**config.mk**
```make
export PLATFORM = sky130hd
export DESIGN_NAME = lcd_frame_writer
export DESIGN_NICKNAME = d
export VERILOG_FILES = /design/src/rtl/lcd_frame_writer_pkg.sv /design/src/rtl/lcd_frame_writer_scan.sv /design/src/rtl/lcd_frame_writer.sv
export SDC_FILE = /design/constraint.sdc
export NUM_CORES = 1
export LEC_CHECK = 0
export BUFFER_PORTS_ARGS = -buffer_cell sky130_fd_sc_hd__buf_2
export CAP_MARGIN = 30
export CELL_PAD_IN_SITES_DETAIL_PLACEMENT = 1
export CELL_PAD_IN_SITES_GLOBAL_PLACEMENT = 1
export CORE_MARGIN = 5
export CORE_UTILIZATION = 41
export DETAILED_ROUTE_END_ITERATION = 10
export PLACE_DENSITY_LB_ADDON = 0.1
export SLEW_MARGIN = 10
export SYNTH_ARGS = -nofsm -noshare
export SYNTH_HDL_FRONTEND = slang
export SYNTH_SLANG_ARGS = --single-unit
```
**constraint.sdc**
```tcl
create_clock -name clk -period 1.7 [get_ports clk]
set_input_delay 0.255 -clock clk [delete_from_list [all_inputs] [get_ports clk]]
set_output_delay 0.255 -clock clk [all_outputs]
set_load 0.01 [all_outputs]
```
**src/rtl/lcd_frame_writer_pkg.sv**
```systemverilog
// Shared definitions for the LCD frame writer: opcodes, state encoding and the bar colour table.
package lcd_frame_writer_pkg;

    localparam logic [7:0] CMD_CASET = 8'h2A;
    localparam logic [7:0] CMD_RASET = 8'h2B;
    localparam logic [7:0] CMD_RAMWR = 8'h2C;

    typedef logic [3:0] state_t;

    localparam state_t S_IDLE    = 4'd0;
    localparam state_t S_CASET_C = 4'd1;
    localparam state_t S_CASET_D = 4'd2;
    localparam state_t S_RASET_C = 4'd3;
    localparam state_t S_RASET_D = 4'd4;
    localparam state_t S_RAMWR_C = 4'd5;
    localparam state_t S_PIX_HI  = 4'd6;
    localparam state_t S_PIX_LO  = 4'd7;
    localparam state_t S_DONE    = 4'd8;

    // RGB565: white, yellow, cyan, green, magenta, red, blue, black
    localparam logic [15:0] BAR_COLORS [8] = '{
        16'hFFFF, 16'hFFE0, 16'h07FF, 16'h07E0,
        16'hF81F, 16'hF800, 16'h001F, 16'h0000
    };

    function automatic logic [15:0] bar_color(input logic [2:0] idx);
        return BAR_COLORS[idx];
    endfunction

    // Window parameters go out as start[15:8], start[7:0], end[15:8], end[7:0].
    function automatic logic [7:0] param_byte(input logic [1:0] idx,
                                              input logic [15:0] first,
                                              input logic [15:0] last);
        case (idx)
            2'd0:    return first[15:8];
            2'd1:    return first[7:0];
            2'd2:    return last[15:8];
            default: return last[7:0];
        endcase
    endfunction

endpackage

```
**src/rtl/lcd_frame_writer_scan.sv**
```systemverilog
// Column/row/bar position tracker for the pixel stream; advances one pixel per step.
module lcd_pixel_scan #(
    parameter int H_RES = 240,
    parameter int V_RES = 280
) (
    input  logic       clk,
    input  logic       rst,
    input  logic       step_i,
    input  logic       clear_i,
    output logic [2:0] bar_o,
    output logic       last_o
);

    localparam int CW    = (H_RES > 1) ? $clog2(H_RES) : 1;
    localparam int RW    = (V_RES > 1) ? $clog2(V_RES) : 1;
    localparam int BAR_W = (H_RES >= 8) ? H_RES / 8 : 1;
    localparam int SW    = (BAR_W > 1) ? $clog2(BAR_W) : 1;

    localparam logic [CW-1:0] COL_LAST = CW'(H_RES - 1);
    localparam logic [RW-1:0] ROW_LAST = RW'(V_RES - 1);
    localparam logic [SW-1:0] SEG_LAST = SW'(BAR_W - 1);

    logic [CW-1:0] col_q, col_d;
    logic [RW-1:0] row_q, row_d;
    logic [SW-1:0] seg_q, seg_d;
    logic [2:0]    bar_q, bar_d;

    // seg counts columns within the current bar so no divider is needed.
    always_comb begin
        col_d = col_q;
        row_d = row_q;
        seg_d = seg_q;
        bar_d = bar_q;
        if (clear_i) begin
            col_d = '0;
            row_d = '0;
            seg_d = '0;
            bar_d = '0;
        end else if (step_i) begin
            if (col_q == COL_LAST) begin
                col_d = '0;
                row_d = row_q + RW'(1);
                seg_d = '0;
                bar_d = '0;
            end else begin
                col_d = col_q + CW'(1);
                if (seg_q == SEG_LAST) begin
                    seg_d = '0;
                    if (bar_q != 3'd7) begin
                        bar_d = bar_q + 3'd1;
                    end
                end else begin
                    seg_d = seg_q + SW'(1);
                end
            end
        end
    end

    always_ff @(posedge clk or posedge rst) begin
        if (rst) begin
            col_q <= '0;
            row_q <= '0;
            seg_q <= '0;
            bar_q <= '0;
        end else begin
            col_q <= col_d;
            row_q <= row_d;
            seg_q <= seg_d;
            bar_q <= bar_d;
        end
    end

    assign bar_o  = bar_q;
    assign last_o = (col_q == COL_LAST) && (row_q == ROW_LAST);

endmodule

```
**src/rtl/lcd_frame_writer.sv**
```systemverilog
// Streams one full LCD frame (CASET, RASET, RAMWR, then RGB565 pixels) as bytes into a FIFO.
module lcd_frame_writer
    import lcd_frame_writer_pkg::*;
#(
    parameter int H_RES = 240,
    parameter int V_RES = 280,
    parameter int Y_OFS = 20
) (
    input  logic        clk,
    input  logic        rst,
    input  logic        start,
    input  logic        pattern,
    input  logic [15:0] color,
    output logic        valid,
    input  logic        ready,
    output logic [7:0]  data,
    output logic        is_cmd,
    output logic        busy,
    output logic        done,
    output logic [3:0]  state_dbg
);

    localparam logic [15:0] COL_END   = 16'(H_RES - 1);
    localparam logic [15:0] ROW_START = 16'(Y_OFS);
    localparam logic [15:0] ROW_END   = 16'(Y_OFS + V_RES - 1);

    state_t      state_q, state_d;
    logic [1:0]  pidx_q, pidx_d;
    logic        pattern_q, pattern_d;
    logic [15:0] color_q, color_d;
    logic [15:0] pix_color;
    logic [2:0]  bar;
    logic        last_pix;
    logic        scan_step, scan_clear;
    logic        xfer;

    // Handshake: a byte moves only when valid && ready on a rising edge; valid,
    // data and is_cmd are pure functions of registered state, so they stay put
    // until that transfer and the next byte is offered the very next cycle.
    always_comb begin
        valid     = 1'b0;
        data      = 8'h00;
        is_cmd    = 1'b0;
        pix_color = pattern_q ? bar_color(bar) : color_q;
        case (state_q)
            S_CASET_C: begin valid = 1'b1; data = CMD_CASET; is_cmd = 1'b1; end
            S_CASET_D: begin valid = 1'b1; data = param_byte(pidx_q, 16'h0000, COL_END); end
            S_RASET_C: begin valid = 1'b1; data = CMD_RASET; is_cmd = 1'b1; end
            S_RASET_D: begin valid = 1'b1; data = param_byte(pidx_q, ROW_START, ROW_END); end
            S_RAMWR_C: begin valid = 1'b1; data = CMD_RAMWR; is_cmd = 1'b1; end
            S_PIX_HI:  begin valid = 1'b1; data = pix_color[15:8]; end
            S_PIX_LO:  begin valid = 1'b1; data = pix_color[7:0]; end
            default:   ;
        endcase
    end

    assign xfer = valid && ready;

    always_comb begin
        state_d    = state_q;
        pidx_d     = pidx_q;
        pattern_d  = pattern_q;
        color_d    = color_q;
        scan_step  = 1'b0;
        scan_clear = 1'b0;
        case (state_q)
            S_IDLE: begin
                if (start) begin
                    state_d   = S_CASET_C;
                    pattern_d = pattern;
                    color_d   = color;
                end
            end
            S_CASET_C: if (xfer) state_d = S_CASET_D;
            S_CASET_D: begin
                if (xfer) begin
                    pidx_d = pidx_q + 2'd1;
                    if (pidx_q == 2'd3) state_d = S_RASET_C;
                end
            end
            S_RASET_C: if (xfer) state_d = S_RASET_D;
            S_RASET_D: begin
                if (xfer) begin
                    pidx_d = pidx_q + 2'd1;
                    if (pidx_q == 2'd3) state_d = S_RAMWR_C;
                end
            end
            S_RAMWR_C: if (xfer) state_d = S_PIX_HI;
            S_PIX_HI:  if (xfer) state_d = S_PIX_LO;
            S_PIX_LO: begin
                if (xfer) begin
                    if (last_pix) begin
                        state_d    = S_DONE;
                        scan_clear = 1'b1;
                    end else begin
                        state_d   = S_PIX_HI;
                        scan_step = 1'b1;
                    end
                end
            end
            S_DONE:  state_d = S_IDLE;
            default: state_d = S_IDLE;
        endcase
    end

    always_ff @(posedge clk or posedge rst) begin
        if (rst) begin
            state_q   <= S_IDLE;
            pidx_q    <= 2'd0;
            pattern_q <= 1'b0;
            color_q   <= 16'h0000;
        end else begin
            state_q   <= state_d;
            pidx_q    <= pidx_d;
            pattern_q <= pattern_d;
            color_q   <= color_d;
        end
    end

    lcd_pixel_scan #(
        .H_RES(H_RES),
        .V_RES(V_RES)
    ) u_scan (
        .clk    (clk),
        .rst    (rst),
        .step_i (scan_step),
        .clear_i(scan_clear),
        .bar_o  (bar),
        .last_o (last_pix)
    );

    // busy drops in the DONE cycle so it falls together with the done pulse.
    assign busy      = (state_q != S_IDLE) && (state_q != S_DONE);
    assign done      = (state_q == S_DONE);
    assign state_dbg = state_q;

endmodule

```
* Word level (Yosys, flattened, before mapping)
Memory sizes are Yosys's and may differ from the RTL's. Cells that the tools add are included.
Operators by class: $add $sub $neg 5, bitwise gates (word level) 1, reduce and logical (&&, ||, !) cells 19, mux-type cells 41, equal/unequal tests 26, magnitude comparators 1
Operators by type and width (count):
- $pmux W8 S7 | 1
- $mux W16 | 3
- $mux W4 | 11
- $mux W8 | 4
- $pmux W4 S8 | 1
- $mux W9 | 3
- $mux W5 | 4
- $ne A2 B2 Y1 const B | 10
- $pmux W6 S3 | 1
- $eq A4 B3 Y1 const B | 4
- $mux W3 | 5
- $reduce_and A10 Y1 | 1
- $add A9 B1 Y9 const B | 1
- $eq A9 B9 Y1 const B | 1
- $add A8 B1 Y8 const B | 1
- $eq A4 B2 Y1 const B | 2
- $eq A8 B8 Y1 const B | 1
- $mux W1 | 8
- $reduce_or A7 Y1 | 1
- $reduce_and A2 Y1 | 3
- $reduce_bool A3 Y1 | 2
- $reduce_or A3 Y1 | 2
- $add A5 B1 Y5 const B | 1
- $eq A5 B5 Y1 const B | 1
- other kinds (17) | 21
Storage, ports and cells: output and inout bits 16, bits of input ports 21, memory bits (read-only) 128, memories 1, bits in registers 48
Memory list:
- (no name shown) | depth 8, bits a word 16, rd ports 1, clocked after memory_dff 0, write ports 0, line lcd_frame_writer_pkg.sv:27 | return BAR_COLORS[idx];

* Logic depth before layout (Yosys ltp)
depth in word-level cells 8, depth in mapped cells 6, gate-level depth less buffers 6

* Cells and area by module
A second synthesis with hierarchy kept.
Unflattened totals: cells, all modules 279, area total of the unflattened synthesis 2732.6 um2
By module, submodules not included:
- lcd_pixel_scan | area an instance 1372.6 um2, sequential area each 625.6 um2, times used 1, cells each 148
- lcd_frame_writer | area an instance 1360.1 um2, sequential area each 575.6 um2, times used 1, cells each 131

* Worst setup path after synthesis
No wires, ideal clock.
path type register -> register, from register state_q[1] (netlist: state_dbg[1]), to register state_q[0] (netlist: state_dbg[0]), path buffers 1, data arrival time 1.610 ns, cell stages (with the launch flop) 6, required time 1.575 ns, library setup time 0.125 ns, setup slack -0.035 ns, cells stage by stage dfrtp_1 -> buf_6 -> nor3_4 -> mux2i_1 -> o21a_1 -> mux2_4
On the way: longest elaborated chain between the ends 6
Ends and longest elaborated chain:
- start: declaration | line lcd_frame_writer.sv:27 | state_t state_q, state_d;
- start signal: assignment | line lcd_frame_writer.sv:113 | state_q <= state_d;
- $eq A4 B3 Y1 (tied with other cells) | line lcd_frame_writer.sv:45, lcd_frame_writer.sv:66
- $reduce_or A7 Y1 (no line)
- $mux W1 | line lcd_frame_writer.sv:45 | case (state_q)
- $logic_and A1 B1 Y1 | line lcd_frame_writer.sv:57 | assign xfer = valid && ready;
- $ne A2 B2 Y1 (no line)
- $reduce_and A10 Y1 (no line)
Parallel ways exist; a longest one is shown, timed or not. A chain may end at the register's enable or synchronous reset.

* Worst setup path after layout
from register pidx_q[0], to output data[5]
On the way: longest elaborated chain between the ends 4
Ends and longest elaborated chain:
- start: declaration | line lcd_frame_writer.sv:28 | logic [1:0] pidx_q, pidx_d;
- start signal: assignment | line lcd_frame_writer.sv:114 | pidx_q <= pidx_d;
- $eq A2 B2 Y1 (tied with other cells) | line lcd_frame_writer_pkg.sv:34 | case (idx)
- $reduce_or A3 Y1 (no line)
- $mux W8 | line lcd_frame_writer_pkg.sv:34
- $pmux W8 S7 * | line lcd_frame_writer.sv:45
- end: declaration | line lcd_frame_writer.sv:16 | output logic [7:0] data,
Every way passes the cells marked *; elsewhere a longest branch is shown, timed or not.

==> qor.yml <==
placed_design:
  port_buffers: 36
  dp_hpwl_um: 5250
  routabilityCongestion: 0.785
  dp_slack_ns: -0.0674
route:
  viasPerCell: 5.57
  post-route-drc-count: 0
  via_count: 2402
  ant_nets: 0
  drt_iter0_markers: 53
  drt_pass1_iterations: 4
  postRouteWirelength_um: 7950
  wl_per_cell_um: 18.4
setup_path:
  max_stage_delay_ns: 0.46
  crit_slowest_cell: "dfrtp_2"
  cp-end-kind: "primary output"
  path_delay_family: "compound AO/OA/AOI/OAI gates"
  required_ns: 1.44
  critPathKind: "reg -> out"
  reg2reg_slack_ns: -0.10
  startpoint_type: "flip-flop"
  worstPathCellList: "ha_4 -> a21oi_4 -> o32ai_4 -> a32oi_2 -> o211ai_1 -> buf_2"
  path_buf_inv: 1
  cp_max_fo: 4
  worst_ep_arrival_time_ns: 1.74
yosys:
  synth_cell_type_count: 64
  synth_fp_nets: 292
  synth_seq_cells: 48
  synth_flop_cell: "dfrtp_1"
  yosysTopAreaCell: "dfrtp_1"
  syn_area_um2: 2830
  synthArstFlopShare: 1.00
  synth-seq-area-share: 0.425
  synth_area_per_cell_um2: 10.8
  syn_inst: 261
  synth-edff-count: 0
  yosys-top-cells-area: "dfrtp_1 43%, mux2_2 7.6%, ha_1 4.4%"
  yosys_warnings: 0
  synth_top_cell_area_share: 0.425
floorplanning:
  die_y_um: 93.0
  die_w_um: 93.0
  dieArea_um2: 8650
  ios: 37
  initial_core_util: 0.418
  rows: 30
  coreArea_um2: 6760
timing:
  final.setup.worst_slack_ns: -0.295
  setup-violations-final: 13
  hold_violations: 0
  tns_ns: -2.26
  drv_slew: 0
  clock_skew_ns: 0.0109
  rsz0062_at_grt: "true"
  worstMarginPinSlew_ns: 0.342
  maxSlewHeadroom: 0.770
  period_minus_slack_ns: 1.99
  holdWs_ns: 0.165
  clock.fmax_ghz: 0.501
  min_period_over_period: 1.17
layout:
  multi_input_area_um2: 1640
  area.sequential_um2: 1210
  diodes: 0
  drive_gt1_frac: 0.501
  areaGrowthSynthToFinish_pct: 35.2
  fillers: 731
  final_net_count: 381
global_route:
  grtUsageTotal: 0.184
  overflow: 0
  first_global_vias: 2533
  grt_max_degree: 49
  grt_pass1_wl_um: 12600
  antenna_found_initial: 0
clocking:
  clock-sinks: 48
  cts_made_buffers: 5
  cts_max_path_buffers: 2
  cts_root_buf: "clkbuf_8"
  cts_tree: "yes"
  clk_pin_slew_ns: 0.11
  ctsHtreeMaxLevel: 2
  worstSkewPairLatency_ns: 0.31
hold_path:
  holdCritPathClass: "in -> reg"
status:
  outcome: "finished with violations"
  failed_checks: "setup timing"
pwr:
  vdd_drop_max_v: 0.000882
  leakage_nw: 1.73
  power-per-cell-area_nw_per_um2: 1340
run:
  maxCapViolCount: 0
-- per-layer routing --
layer | vias up | GRT usage | share of wire
met3 | 6 | 0.0306 | 0.031
met2 | 23 | 0.309 | 0.49
met5 | - | 0 | 0
li1 | 1145 | - | -
met1 | 1228 | 0.244 | 0.47
met4 | 0 | 0.0513 | 0.0093
-- cell usage in the layout (no fill, tap or decap), types with 3 or more instances in the layout --
| master | count |
|---|---|
| a21o_1 | 6 |
| a21oi_1 | 7 |
| a21oi_2 | 4 |
| a22o_1 | 3 |
| and3_1 | 4 |
| buf_12 | 3 |
| buf_2 | 34 |
| buf_4 | 36 |
| buf_6 | 18 |
| clkbuf_8 | 5 |
| dfrtp_1 | 42 |
| dfrtp_2 | 6 |
| ha_1 | 5 |
| ha_2 | 4 |
| inv_1 | 5 |
| inv_2 | 4 |
| mux2_2 | 19 |
| nand2_1 | 10 |
| nand3_1 | 9 |
| nand4_1 | 9 |
| nor2_1 | 13 |
| nor2_2 | 4 |
| nor2b_1 | 3 |
| nor3_1 | 4 |
| o211ai_1 | 4 |
| o21ai_0 | 12 |
| o21ai_1 | 7 |
| o31ai_1 | 3 |
| xnor2_1 | 7 |
-- flip-flops by register name, indices dropped and copies added (netlist names) --
| signal | count |
|---|---|
| color_q | 16 |
| pidx_q | 2 |
| u_scan.col_q | 8 |
| u_scan.bar_o | 3 |
| state_dbg | 4 |
| u_scan.seg_q | 5 |
| pattern_q | 1 |
| u_scan.row_q | 9 |
-- per-stage QoR --
step	total power, mW	cell area (µm²)	util	std cells
after floorplan	3.09	2830	-	261
after global placement	3.86	3360	0.498	408
after detailed placement	3.94	3360	0.498	408
after CTS	5.09	3660	0.542	426
after global routing	5.48	3820	0.565	431
final	5.13	3820	0.565	431
-- cells in the mapped netlist, types with 6 or more instances --
library cell  count
dfrtp_1          48
mux2_2           19
o21ai_0          18
nor2_1           17
nand2_1          12
a21oi_1          11
ha_1             10
inv_1            10
nand3_1           9
nand4_1           9
xnor2_1           7
a21o_1            6
-- worst paths after layout --
| check | startpoint | end | depth (start not counted) |
|---|---|---|---|
| hold / removal | color[4] | color_q[4]$_DFFE_PP0P_ | 2 |
| hold reg to reg | u_scan.row_q[6]$_DFFE_PP0P_ | u_scan.row_q[6]$_DFFE_PP0P_ | 1 |
| max in group asynchronous | rst | pattern_q$_DFFE_PP0P_ | 4 |
| min in group asynchronous | rst | state_dbg[1]$_DFFE_PP0P_ | 4 |
| setup / recovery | pidx_q[0]$_DFFE_PP0P_ | data[5] | 6 |
| setup reg to reg | state_dbg[0]$_DFFE_PP0P_ | state_dbg[0]$_DFFE_PP0P_ | 6 |
-- kinds of logic (layout without fill, tap and decap cells) --
group           Yosys count  count (layout)  synth area share
simple gates             90              91             0.226
compound gates           60              60             0.138
flops                    48              48             0.425
mux                      23              23            0.0917
buf+inv                  21             110            0.0469
fa+ha+maj                10              10            0.0443
xor+xnor                  9               9            0.0279
-- timing repair --
action | 4_1_cts | 5_1_grt
buffers inserted | 11 | 5
pin swaps | 20 | 25
hold buffers | 1 | 0
cloned | 0 | 1
hold endpoints to repair | 48 | 0
resized for setup | 32 | 35
endpoints found under the setup margin | 36 | 52
-- report_power, final --
group / internal (mW) / switching (mW) / total [mW]
logic: 1.24 / 1.15 / 2.39
registers: 1.51 / 0.344 / 1.85
clock network: 0.444 / 0.440 / 0.884
-- worst register-to-register path: stages, from the launching register on --
cell and delay, ns:
dfrtp_2 0.46, buf_6 0.17, nor3_4 0.19, buf_4 0.14, mux2i_2 0.22, o21a_1 0.20, mux2_4 0.30
-- layout make-up --
cell class,count,area share
tap,80,0.0262
timing repair buffer,92,0.187
inverter,10,0.0105
multi-input combinational,193,0.430
clock buffer,5,0.0180
sequential,48,0.316
clock inverter,3,0.0121
(Power assumes the default switching activity.)
